$ cat src/rtl/ctrl_regs_pkg.sv
// Shared constants for the Mandelbrot control register slave: word offsets,
// CTRL/STATUS bit positions, run-FSM encoding and datapath widths.
package ctrl_regs_pkg;

  // Bus geometry of the s1 QMEM slave port
  localparam int QAW = 12;
  localparam int QDW = 32;
  localparam int QSW = QDW / 8;

  // Datapath widths
  localparam int MAXIT_W = 16;
  localparam int CYC_W   = 32;

  // Word index (adr[4:2]) of each register
  localparam logic [2:0] W_CTRL    = 3'd0;
  localparam logic [2:0] W_STATUS  = 3'd1;
  localparam logic [2:0] W_X0      = 3'd2;
  localparam logic [2:0] W_Y0      = 3'd3;
  localparam logic [2:0] W_STEP    = 3'd4;
  localparam logic [2:0] W_MAXIT   = 3'd5;
  localparam logic [2:0] W_CYCLES  = 3'd6;
  localparam logic [2:0] W_SCRATCH = 3'd7;

  // CTRL bit positions
  localparam int CTRL_START    = 0;
  localparam int CTRL_IRQ_EN   = 1;
  localparam int CTRL_CLR_DONE = 2;

  // STATUS bit positions
  localparam int STAT_RUN  = 0;
  localparam int STAT_DONE = 1;
  localparam int STAT_ERR  = 2;
  localparam int STAT_BUSY = 3;

  // Run FSM encoding
  typedef enum logic [1:0] {
    S_IDLE  = 2'd0,
    S_START = 2'd1,
    S_RUN   = 2'd2
  } run_state_e;

endpackage

$ cat src/rtl/ctrl_regs_if.sv
// QMEM slave bus bundle between the control CPU interconnect and ctrl_regs.
interface ctrl_regs_if
  import ctrl_regs_pkg::*;
#(
  parameter int AW = QAW,
  parameter int DW = QDW,
  parameter int SW = DW / 8
);

  logic [AW-1:0] qs_adr;
  logic          qs_cs;
  logic          qs_we;
  logic [SW-1:0] qs_sel;
  logic [DW-1:0] qs_dat_w;
  logic [DW-1:0] qs_dat_r;
  logic          qs_ack;
  logic          qs_err;

  modport master (
    output qs_adr, qs_cs, qs_we, qs_sel, qs_dat_w,
    input  qs_dat_r, qs_ack, qs_err
  );

  modport slave (
    input  qs_adr, qs_cs, qs_we, qs_sel, qs_dat_w,
    output qs_dat_r, qs_ack, qs_err
  );

endinterface

$ cat src/rtl/ctrl_regs.sv
// Mandelbrot engine control registers: CPU-visible parameter/status registers,
// start/busy/done run FSM, engine cycle counter and level completion interrupt.
// Parameters are shadowed on start so the next frame can be programmed while
// the current one renders.
//
// state   | meaning
// --------+-----------------------------------------------------------
// S_IDLE  | engine idle, waiting for CTRL.START write
// S_START | shadows loaded, CYCLES cleared, eng_start pulsed this cycle
// S_RUN   | engine rendering, CYCLES counting, waiting for eng_done
module ctrl_regs
  import ctrl_regs_pkg::*;
(
  input  logic                clk,
  input  logic                rst,
  ctrl_regs_if.slave          qs,
  output logic                eng_start,
  input  logic                eng_busy,
  input  logic                eng_done,
  output logic [QDW-1:0]      eng_x0,
  output logic [QDW-1:0]      eng_y0,
  output logic [QDW-1:0]      eng_step,
  output logic [MAXIT_W-1:0]  eng_maxit,
  output logic                irq
);

  // Byte-lane write merge: replace only the lanes whose select bit is set
  function automatic logic [QDW-1:0] merge_bytes(input logic [QDW-1:0] old_v,
                                                 input logic [QDW-1:0] new_v,
                                                 input logic [QSW-1:0] sel);
    logic [QDW-1:0] r;
    r = old_v;
    for (int b = 0; b < QSW; b++) begin
      if (sel[b]) r[b*8 +: 8] = new_v[b*8 +: 8];
    end
    return r;
  endfunction

  // Bus-side registers
  logic               ack_q, err_q;
  logic [QDW-1:0]     dat_r_q;
  logic               irq_en_q, irq_en_d;
  logic [QDW-1:0]     x0_q, x0_d, y0_q, y0_d, step_q, step_d, scratch_q, scratch_d;
  logic [MAXIT_W-1:0] maxit_q, maxit_d;

  // Run-side registers
  run_state_e         state_q;
  logic               eng_start_q;
  logic [QDW-1:0]     sh_x0_q, sh_y0_q, sh_step_q;
  logic [MAXIT_W-1:0] sh_maxit_q;
  logic [CYC_W-1:0]   cycles_q;
  logic               done_q, err_st_q;

  // Decode
  logic           acc, mapped, wr_hit, rd_hit, ctrl_wr, start_req, clr_req;
  logic [2:0]     widx;
  logic [QDW-1:0] rdata;
  logic [QDW-1:0] maxit_merged;
  logic           unused_adr;

  assign unused_adr = ^qs.qs_adr[1:0];

  // Access decode: a request is taken in the cycle cs is high and ack is low
  always_comb begin
    acc       = qs.qs_cs & ~ack_q;
    mapped    = (qs.qs_adr[QAW-1:5] == '0);
    widx      = qs.qs_adr[4:2];
    wr_hit    = acc & qs.qs_we & mapped;
    rd_hit    = acc & ~qs.qs_we & mapped;
    ctrl_wr   = wr_hit & (widx == W_CTRL) & qs.qs_sel[0];
    start_req = ctrl_wr & qs.qs_dat_w[CTRL_START];
    clr_req   = ctrl_wr & qs.qs_dat_w[CTRL_CLR_DONE];
  end

  // Next value of every CPU-writable register
  always_comb begin
    irq_en_d     = irq_en_q;
    x0_d         = x0_q;
    y0_d         = y0_q;
    step_d       = step_q;
    maxit_d      = maxit_q;
    scratch_d    = scratch_q;
    maxit_merged = merge_bytes({{(QDW-MAXIT_W){1'b0}}, maxit_q}, qs.qs_dat_w, qs.qs_sel);
    if (ctrl_wr) irq_en_d = qs.qs_dat_w[CTRL_IRQ_EN];
    if (wr_hit) begin
      case (widx)
        W_X0:      x0_d      = merge_bytes(x0_q, qs.qs_dat_w, qs.qs_sel);
        W_Y0:      y0_d      = merge_bytes(y0_q, qs.qs_dat_w, qs.qs_sel);
        W_STEP:    step_d    = merge_bytes(step_q, qs.qs_dat_w, qs.qs_sel);
        W_MAXIT:   maxit_d   = maxit_merged[MAXIT_W-1:0];
        W_SCRATCH: scratch_d = merge_bytes(scratch_q, qs.qs_dat_w, qs.qs_sel);
        default:   ;
      endcase
    end
  end

  // Read mux over the state as it stands in the request cycle
  always_comb begin
    rdata = '0;
    case (widx)
      W_CTRL:    rdata[CTRL_IRQ_EN] = irq_en_q;
      W_STATUS: begin
        rdata[STAT_RUN]  = (state_q != S_IDLE);
        rdata[STAT_DONE] = done_q;
        rdata[STAT_ERR]  = err_st_q;
        rdata[STAT_BUSY] = eng_busy;
      end
      W_X0:      rdata = x0_q;
      W_Y0:      rdata = y0_q;
      W_STEP:    rdata = step_q;
      W_MAXIT:   rdata = {{(QDW-MAXIT_W){1'b0}}, maxit_q};
      W_CYCLES:  rdata = cycles_q;
      W_SCRATCH: rdata = scratch_q;
      default:   rdata = '0;
    endcase
  end

  // Bus response and CPU-programmed registers
  always_ff @(posedge clk or posedge rst) begin
    if (rst) begin
      ack_q     <= 1'b0;
      err_q     <= 1'b0;
      dat_r_q   <= '0;
      irq_en_q  <= 1'b0;
      x0_q      <= '0;
      y0_q      <= '0;
      step_q    <= '0;
      maxit_q   <= '0;
      scratch_q <= '0;
    end else begin
      ack_q     <= qs.qs_cs & ~ack_q;
      err_q     <= acc & ~mapped;
      dat_r_q   <= rd_hit ? rdata : '0;
      irq_en_q  <= irq_en_d;
      x0_q      <= x0_d;
      y0_q      <= y0_d;
      step_q    <= step_d;
      maxit_q   <= maxit_d;
      scratch_q <= scratch_d;
    end
  end

  // Run FSM with shadow load, cycle counter and sticky DONE/ERR flags
  always_ff @(posedge clk or posedge rst) begin
    if (rst) begin
      state_q     <= S_IDLE;
      eng_start_q <= 1'b0;
      sh_x0_q     <= '0;
      sh_y0_q     <= '0;
      sh_step_q   <= '0;
      sh_maxit_q  <= '0;
      cycles_q    <= '0;
      done_q      <= 1'b0;
      err_st_q    <= 1'b0;
    end else begin
      eng_start_q <= 1'b0;
      case (state_q)
        S_IDLE: begin
          if (start_req) begin
            state_q     <= S_START;
            eng_start_q <= 1'b1;
            sh_x0_q     <= x0_q;
            sh_y0_q     <= y0_q;
            sh_step_q   <= step_q;
            sh_maxit_q  <= maxit_q;
            cycles_q    <= '0;
          end
        end
        S_START: state_q <= S_RUN;
        S_RUN: begin
          if (cycles_q != '1) cycles_q <= cycles_q + 1'b1;
          if (eng_done) state_q <= S_IDLE;
        end
        default: state_q <= S_IDLE;
      endcase

      // A completion in the same cycle as CLR_DONE keeps DONE set
      if (state_q == S_RUN && eng_done) done_q <= 1'b1;
      else if (clr_req)                 done_q <= 1'b0;

      if (start_req && state_q != S_IDLE) err_st_q <= 1'b1;
      else if (clr_req)                    err_st_q <= 1'b0;
    end
  end

  assign qs.qs_ack   = ack_q;
  assign qs.qs_err   = err_q;
  assign qs.qs_dat_r = dat_r_q;
  assign eng_start   = eng_start_q;
  assign eng_x0      = sh_x0_q;
  assign eng_y0      = sh_y0_q;
  assign eng_step    = sh_step_q;
  assign eng_maxit   = sh_maxit_q;
  assign irq         = done_q & irq_en_q;

endmodule

$ cat src/flat_wrapper.sv
// flat-port wrapper written by rule: the top's interface ports become plain ports
module ctrl_regs_flat import ctrl_regs_pkg::*;
  (clk, rst, eng_start, eng_busy, eng_done, eng_x0, eng_y0, eng_step, eng_maxit, irq, qs_qs_adr, qs_qs_cs, qs_qs_we, qs_qs_sel, qs_qs_dat_w, qs_qs_dat_r, qs_qs_ack, qs_qs_err);
  ctrl_regs_if qs_i ();
  input  logic clk;
  input  logic rst;
  output logic eng_start;
  input  logic eng_busy;
  input  logic eng_done;
  output logic [QDW-1:0] eng_x0;
  output logic [QDW-1:0] eng_y0;
  output logic [QDW-1:0] eng_step;
  output logic [MAXIT_W-1:0] eng_maxit;
  output logic irq;
  input wire logic [$bits(qs_i.qs_adr)-1:0] qs_qs_adr;
  input wire logic [$bits(qs_i.qs_cs)-1:0] qs_qs_cs;
  input wire logic [$bits(qs_i.qs_we)-1:0] qs_qs_we;
  input wire logic [$bits(qs_i.qs_sel)-1:0] qs_qs_sel;
  input wire logic [$bits(qs_i.qs_dat_w)-1:0] qs_qs_dat_w;
  output wire logic [$bits(qs_i.qs_dat_r)-1:0] qs_qs_dat_r;
  output wire logic [$bits(qs_i.qs_ack)-1:0] qs_qs_ack;
  output wire logic [$bits(qs_i.qs_err)-1:0] qs_qs_err;
  assign qs_i.qs_adr = qs_qs_adr;
  assign qs_i.qs_cs = qs_qs_cs;
  assign qs_i.qs_we = qs_qs_we;
  assign qs_i.qs_sel = qs_qs_sel;
  assign qs_i.qs_dat_w = qs_qs_dat_w;
  assign qs_qs_dat_r = qs_i.qs_dat_r;
  assign qs_qs_ack = qs_i.qs_ack;
  assign qs_qs_err = qs_i.qs_err;
  ctrl_regs u_core (.clk(clk), .rst(rst), .qs(qs_i), .eng_start(eng_start), .eng_busy(eng_busy), .eng_done(eng_done), .eng_x0(eng_x0), .eng_y0(eng_y0), .eng_step(eng_step), .eng_maxit(eng_maxit), .irq(irq));
endmodule
$ cat config.mk
export PLATFORM = sky130hd
export DESIGN_NAME = ctrl_regs_flat
export DESIGN_NICKNAME = d
export VERILOG_FILES = /design/src/rtl/ctrl_regs_pkg.sv /design/src/rtl/ctrl_regs_if.sv /design/src/rtl/ctrl_regs.sv /design/src/flat_wrapper.sv
export SDC_FILE = /design/constraint.sdc
export NUM_CORES = 1
export LEC_CHECK = 0
export BUFFER_PORTS_ARGS = -buffer_cell sky130_fd_sc_hd__buf_2
export CAP_MARGIN = 15
export CORE_ASPECT_RATIO = 1.1
export CORE_MARGIN = 3
export CORE_UTILIZATION = 45
export CTS_CLUSTER_SIZE = 24
export DETAILED_ROUTE_END_ITERATION = 10
export GPL_ROUTABILITY_DRIVEN = 0
export GPL_TIMING_DRIVEN = 0
export PLACE_DENSITY = 0.65
export SYNTH_ARGS = -nofsm -noshare
export SYNTH_HDL_FRONTEND = slang
export SYNTH_SLANG_ARGS = --single-unit
$ cat constraint.sdc
create_clock -name clk -period 11.05 [get_ports clk]
set_input_delay 1.105 -clock clk [delete_from_list [all_inputs] [get_ports clk]]
set_output_delay 1.105 -clock clk [all_outputs]
set_load 0.005 [all_outputs]
==> results of run 1 <==
## area by class of cell
cell class,instances,area (sq um),share of cell area (%)
buffer,70,287,1.69
inverter,8,37.5,0.222
sequential,328,8210,48.5
antenna,1,2.50,0.0148
tap,414,518,3.06
timing repair buffer,199,1040,6.15
multi-input combinational,889,5660,33.4
clock inverter,10,131,0.776
clock buffer,52,1040,6.16
## per-stage QoR
step,instance area [sq um],hold WS [ns]
3_5_place_dp,15800,0.450
6_report,16900,0.457
5_1_grt,16900,0.483
3_3_place_gp,15700,0.444
4_1_cts,16900,0.463
2_1_floorplan,14200,0.434
## cells by family (layout without fill, tap and decap cells)
group                      after synthesis  in the layout  synth area share, %
other                                    0              1                    0
muxes                                  197            197                 16.2
xor gates and xnor gates                 2              2                0.124
adders and majority gates                1              1               0.0882
DFF                                    328            328                 57.9
and+or+nand+nor                        549            549                 16.7
AOI/OAI and AO/OA                      140            140                 6.88
buffers and inverters                   78            339                 2.23
## registers in the layout (all words and copies together) (netlist names), 16 cells and up
| register | cells |
|---|---|
| u_core.scratch_q | 32 |
| u_core.maxit_q | 16 |
| u_core.step_q | 32 |
| u_core.eng_x0 | 32 |
| u_core.eng_step | 32 |
| u_core.eng_y0 | 32 |
| u_core.y0_q | 32 |
| u_core.cycles_q | 32 |
| u_core.qs.qs_dat_r | 32 |
| u_core.eng_maxit | 16 |
| u_core.x0_q | 32 |
## routing by layer
metal | track usage (%) | share of wire [%] | up-vias
met2 | 43.0 | 48 | 460
met1 | 35.2 | 42 | 5590
met4 | 9.21 | 3.4 | 0
li1 | - | - | 4964
met3 | 4.23 | 7.3 | 102
met5 | 0 | 0 | -
## where the power goes
part / internal [mW] / total, mW / switching (mW)
clock network: 0.725 / 1.20 / 0.477
registers: 1.22 / 1.24 / 0.0210
logic: 0.0388 / 0.123 / 0.0845
total: 1.98 / 2.56 / 0.583
## path summary, 6_finish.rpt
check,start,end,cells past startpoint
worst min-delay path,u_core.eng_x0[17]$_DFFE_PP0P_,u_core.eng_x0[17]$_DFFE_PP0P_,2
min in group asynchronous,rst,u_core.eng_step[19]$_DFFE_PP0P_,2
worst max-delay path,qs_qs_adr[3],u_core.qs.qs_dat_r[28]$_DFF_PP0_,9
worst max register to register,u_core.qs.qs_ack$_DFF_PP0_,u_core.eng_step[2]$_DFFE_PP0P_,7
worst min register to register,u_core.eng_x0[17]$_DFFE_PP0P_,u_core.eng_x0[17]$_DFFE_PP0P_,2
max in group asynchronous,rst,u_core.qs.qs_dat_r[30]$_DFF_PP0_,4
## worst max-delay path, delay by kind of cell
kind	cells	cell delay (ns)
buffers and inverters	5	1.93
AOI/OAI and AO/OA	1	0.21
and+or+nand+nor	3	0.89
## synthesized netlist by cell type, types with 3 or more instances
| cell | n | share of area [%] |
|---|---|---|
| a21o_1 | 3 | 0.16 |
| a21oi_1 | 11 | 0.39 |
| a221oi_1 | 11 | 0.68 |
| a222oi_1 | 11 | 0.78 |
| a22o_1 | 4 | 0.25 |
| a22oi_1 | 17 | 0.90 |
| a31oi_1 | 22 | 0.97 |
| a41oi_1 | 6 | 0.37 |
| and2_1 | 6 | 0.26 |
| and3_1 | 8 | 0.35 |
| and4_1 | 3 | 0.19 |
| buf_1 | 4 | 0.11 |
| buf_2 | 16 | 0.56 |
| clkbuf_1 | 49 | 1.3 |
| dfrtp_1 | 328 | 58 |
| inv_1 | 7 | 0.19 |
| mux2_2 | 166 | 13 |
| mux2i_1 | 22 | 1.6 |
| mux4_2 | 9 | 1.4 |
| nand2_1 | 383 | 10 |
| nand3_1 | 16 | 0.56 |
| nand4_1 | 12 | 0.53 |
| nor2_1 | 58 | 1.5 |
| nor2_2 | 13 | 0.57 |
| nor2b_1 | 6 | 0.26 |
| nor3_1 | 11 | 0.39 |
| nor4_1 | 8 | 0.35 |
| o21a_1 | 3 | 0.16 |
| o21ai_0 | 34 | 1.2 |
| o31ai_1 | 9 | 0.48 |
| or2_2 | 3 | 0.13 |
| or3_1 | 7 | 0.31 |
## cells in the final DEF, fill, tap and decap left out, types with 16 or more instances in the layout
master / n
o21ai_0: 34
clkbuf_1: 58
a31oi_1: 22
clkbuf_16: 37
dfrtp_1: 328
a22oi_1: 17
buf_2: 213
nand2_1: 383
nor2_1: 58
mux2i_1: 22
mux2_2: 166
nand3_1: 16
==> flow_summary.toml, run 1 <==
[layout]
post-route-util_pct = 55.0
final_nets = 1587
area_growth_pct = 19.3
fin_cells = 1971
n_fill_cell = 2703
final_layout_size_suffix_gt1_share_pct = 30.1

[clocking]
clk_pin_slew_ns = 0.06
max-clock-path-buffers = 3
numCtsBuffers = 36
cts_tree = "yes"
cts_hold_buf = 0
postCtsSetupBuffers = 0
cts_num_sinks = 328
htreeDepth = 2
cts_resized = 0
root_buffer = "clkbuf_16"
worstSkewPairLatency_ns = 0.51

[critical_path]
crit_required_ns = 11.45
path_cells = "buf_2 > buf_2 > clkinv_1 > nor2_1 > and2_1 > clkbuf_1 > clkbuf_1 > a221oi_1 > nor2_1"
path_max_fanout = 10
worst-r2r-setup-slack_ns = 8.03
cp-start-kind = "input port"
crit_arrival_ns = 4.16
max_stage_delay_ns = 0.74
slowest_stage = "clkbuf_1"
end_kind = "flip-flop"
worstSetupPathType = "in2reg"

[power]
power_mw = 2.56
peakVddDrop_uv = 84.4
power_per_cell_area_nw_per_um2 = 151
static-leakage-power_nw = 8.87

[sta]
min_period_ns = 3.75
rsz0062_at_grt = "no"
tns_ns = 0
finalMaxSlewViolations = 0
worst_pin_slew_ns = 1.13
fin_crit_sh_pct = 34.0
max_slew_margin_pct = 24.7
fin_worst_skew_ns = 0.0152
final_hold_viol_count = 0
layout_setup_ws_ns = 7.30
finalSetupViolCount = 0
fmax_mhz = 266

[route]
wire_per_inst_um = 22.4
drc = 0
drt_iter0_drc = 1199
first_pass_iters = 8
routed_wl_mm = 44.1
vias = 11116
detail_route.vias_per_cell = 5.64
final_antenna_net_count = 0

[floorplanning]
fp.dieW_um = 175
core_area_sq_um = 30800
rows = 67
start_util_pct = 46.1
dieArea_sq_um = 33700
io_pins = 202
die_h_um = 192

[placed_design]
port_buffers = 197
dp.cells = 1908
preCtsSetupSlack_ns = 6.88
dp_hpwl_mm = 31.3

[synth]
postSynthCellCount = 1295
synthesis.area_sq_um = 14200
synth_edf_count = 0
ys_warn_count = 0
seq_area_frac_synth_pct = 57.9
ys_ff_latch = 328
yosys_most_used_dff = "dfrtp_1"
synth.avg_cell_area_sq_um = 11.0
syn-num-nets = 1350
async_flop_share_pct = 100
ys_types = 54

[status]
outcome = "complete, no violations"

[global_routing]
grt_pass1_vias = 11125
antenna_found_initial = 1
grt_overflow = 0
grt_start_max_net_pins = 130
grt_use_total_pct = 26.1
grt_pass1_wl_mm = 67.1

[flow_run]
maxCapViolCount = 0

[min_path]
hp-class = "reg2reg"
Power figures use the tool's default switching activity.
==> run 2: changes to the inputs <==
--- a/config.mk
+++ b/config.mk
@@ -14,7 +14,7 @@
 export DETAILED_ROUTE_END_ITERATION = 10
 export GPL_ROUTABILITY_DRIVEN = 0
 export GPL_TIMING_DRIVEN = 0
-export PLACE_DENSITY = 0.65
+export PLACE_DENSITY = 0.68
 export SYNTH_ARGS = -nofsm -noshare
 export SYNTH_HDL_FRONTEND = slang
 export SYNTH_SLANG_ARGS = --single-unit
==> constraint.sdc (replaced) <==
create_clock -name clk -period 3.3 [get_ports clk]
set_input_delay 0.33 -clock clk [delete_from_list [all_inputs] [get_ports clk]]
set_output_delay 0.33 -clock clk [all_outputs]
set_load 0.005 [all_outputs]
==> flow_summary.toml, run 2 (same netlist as run 1, synthesis figures left out) <==
[status]
outcome = "complete, no violations"

[critical_path]
cp-start-kind = "flip-flop"
crit_required_ns = 3.70
worst-r2r-setup-slack_ns = 0.35
worstSetupPathType = "reg2reg"
path_max_fanout = 10
worstRegToRegCells = 7
path_common_cell = "nand2_1"
reg2reg_to = "u_core.eng_step[3]$_DFFE_PP0P_"
max_stage_delay_ns = 0.50
crit_arrival_ns = 3.35
path_cells = "nand4b_1 > nor4b_4 > nand2_1 > clkbuf_1 > clkbuf_1 > nand2_1 > nand2_1"
end_kind = "flip-flop"
slowest_stage = "clkbuf_1"
r2r-start = "u_core.qs.qs_ack$_DFF_PP0_"

[power]
power_mw = 8.21
static-leakage-power_nw = 8.86
peakVddDrop_uv = 245
power_per_cell_area_nw_per_um2 = 485

[min_path]
hp-class = "in2reg"
holdPathEnd = "u_core.state_q[1]$_DFFE_PP0P_"
hold_start = "eng_done"
whs_path_depth = 2

[sta]
fin_worst_skew_ns = 0.0103
worst_pin_slew_ns = 1.02
fmax_mhz = 339
max_slew_margin_pct = 32.0
finalMaxSlewViolations = 0
rsz0062_at_grt = "no"
layout_setup_ws_ns = 0.352
holdWs_ns = 0.0523
fin_crit_sh_pct = 89.3
finalSetupViolCount = 0
final_hold_viol_count = 0
min_period_ns = 2.95

[route]
first_pass_iters = 8
routed_wl_mm = 43.6
final_antenna_net_count = 0
vias = 11298
drc = 0
drt_iter0_drc = 1297
detail_route.vias_per_cell = 5.72
wire_per_inst_um = 22.1

[global_routing]
grt_pass1_vias = 11183
antenna_found_initial = 3
grt_start_max_net_pins = 45
grt_overflow = 0
grt_pass1_wl_mm = 66.5
grt_use_total_pct = 25.7

[clocking]
root_buffer = "clkbuf_16"
max-clock-path-buffers = 3
postCtsSetupBuffers = 0
worstSkewPairLatency_ns = 0.52
clk_pin_slew_ns = 0.06
cts_num_sinks = 328
htreeDepth = 2
numCtsBuffers = 34
cts_tree = "yes"

[layout]
final_common_cell = "nand2_1"
n_fill_cell = 2704
area_growth_pct = 19.3
fin_area_sq_um = 16900
multi_input_area_sq_um = 5660
regArea_sq_um = 8210
final_cell_mix = "383 x nand2_1, 328 x dfrtp_1, 213 x buf_2, 166 x mux2_2, 60 x clkbuf_1"
final_layout_size_suffix_gt1_share_pct = 30.1
final_nets = 1593
post-route-util_pct = 55.0

[flow_run]
maxCapViolCount = 0

[placed_design]
dpl_cell_area_sq_um = 15900
port_buffers = 197
dp_hpwl_mm = 31.6
preCtsSetupSlack_ns = -0.0303

[floorplanning]
rows = 67
die_h_um = 192
dieArea_sq_um = 33700
fp.dieW_um = 175
io_pins = 202
start_util_pct = 46.1
core_area_sq_um = 30800
run 2: power by group:
| group | switching [mW] | total [mW] | internal, mW |
|---|---|---|---|
| Clock | 1.57 | 3.64 | 2.07 |
| Combinational | 0.285 | 0.430 | 0.145 |
| Sequential | 0.0692 | 4.14 | 4.07 |
run 2: what timing repair did:
action | 4_1_cts | 5_1_grt
hold buffers | 1 | 0
resized for setup | 0 | 0
hold endpoints to repair | 23 | 0
endpoints found under the setup margin | 0 | 0
run 2: through the flow:
| step | instances | TNS [ns] |
|---|---|---|
| after detailed placement | 1915 | -0.0303 |
| after global routing | 1976 | 0 |
| after floorplan | 1295 | -462.05 |
| final | 1976 | 0 |
| after global placement | 1906 | -1048.35 |
| after CTS | 1975 | 0 |
run 2: area by class of cell:
cell class,count,share of cell area (%)
Antenna cell,1,0.0148
Buffer,70,1.69
Clock buffer,51,5.83
Clock inverter,8,0.311
Inverter,8,0.200
Multi-Input combinational cell,889,33.4
Sequential cell,328,48.5
Tap cell,414,3.06
Timing Repair Buffer,207,6.95
run 2: critical path, delay by kind of cell, from the launching register on:
family,cells,cell delay (ns)
simple gates,5,1.43
buf+inv,2,1.00
flops,1,0.38
run 2: metal layers:
| layer | vias to the layer above | GRT usage, % | part of all wire [%] |
|---|---|---|---|
| met1 | 5653 | 33.9 | 41 |
| met2 | 548 | 42.8 | 48 |
| met5 | - | 0 | 0.048 |
| met3 | 102 | 4.86 | 7.8 |
| li1 | 4991 | - | - |
| met4 | 4 | 9.02 | 3.5 |
run 2: worst max-delay path by stage:
stage	cells after the start	to	slack, ns	startpoint
floorplan	1	u_core.cycles_q[0]$_DFFE_PP0P_	-1.41	rst
global placement	2	u_core.eng_step[30]$_DFFE_PP0P_	-3.23	rst
detailed placement	9	u_core.qs.qs_dat_r[28]$_DFF_PP0_	-0.03	qs_qs_adr[3]
CTS	7	u_core.eng_step[0]$_DFFE_PP0P_	0.40	u_core.qs.qs_ack$_DFF_PP0_
global route	7	u_core.eng_step[0]$_DFFE_PP0P_	0.29	u_core.qs.qs_ack$_DFF_PP0_
finish	7	u_core.eng_step[3]$_DFFE_PP0P_	0.35	u_core.qs.qs_ack$_DFF_PP0_
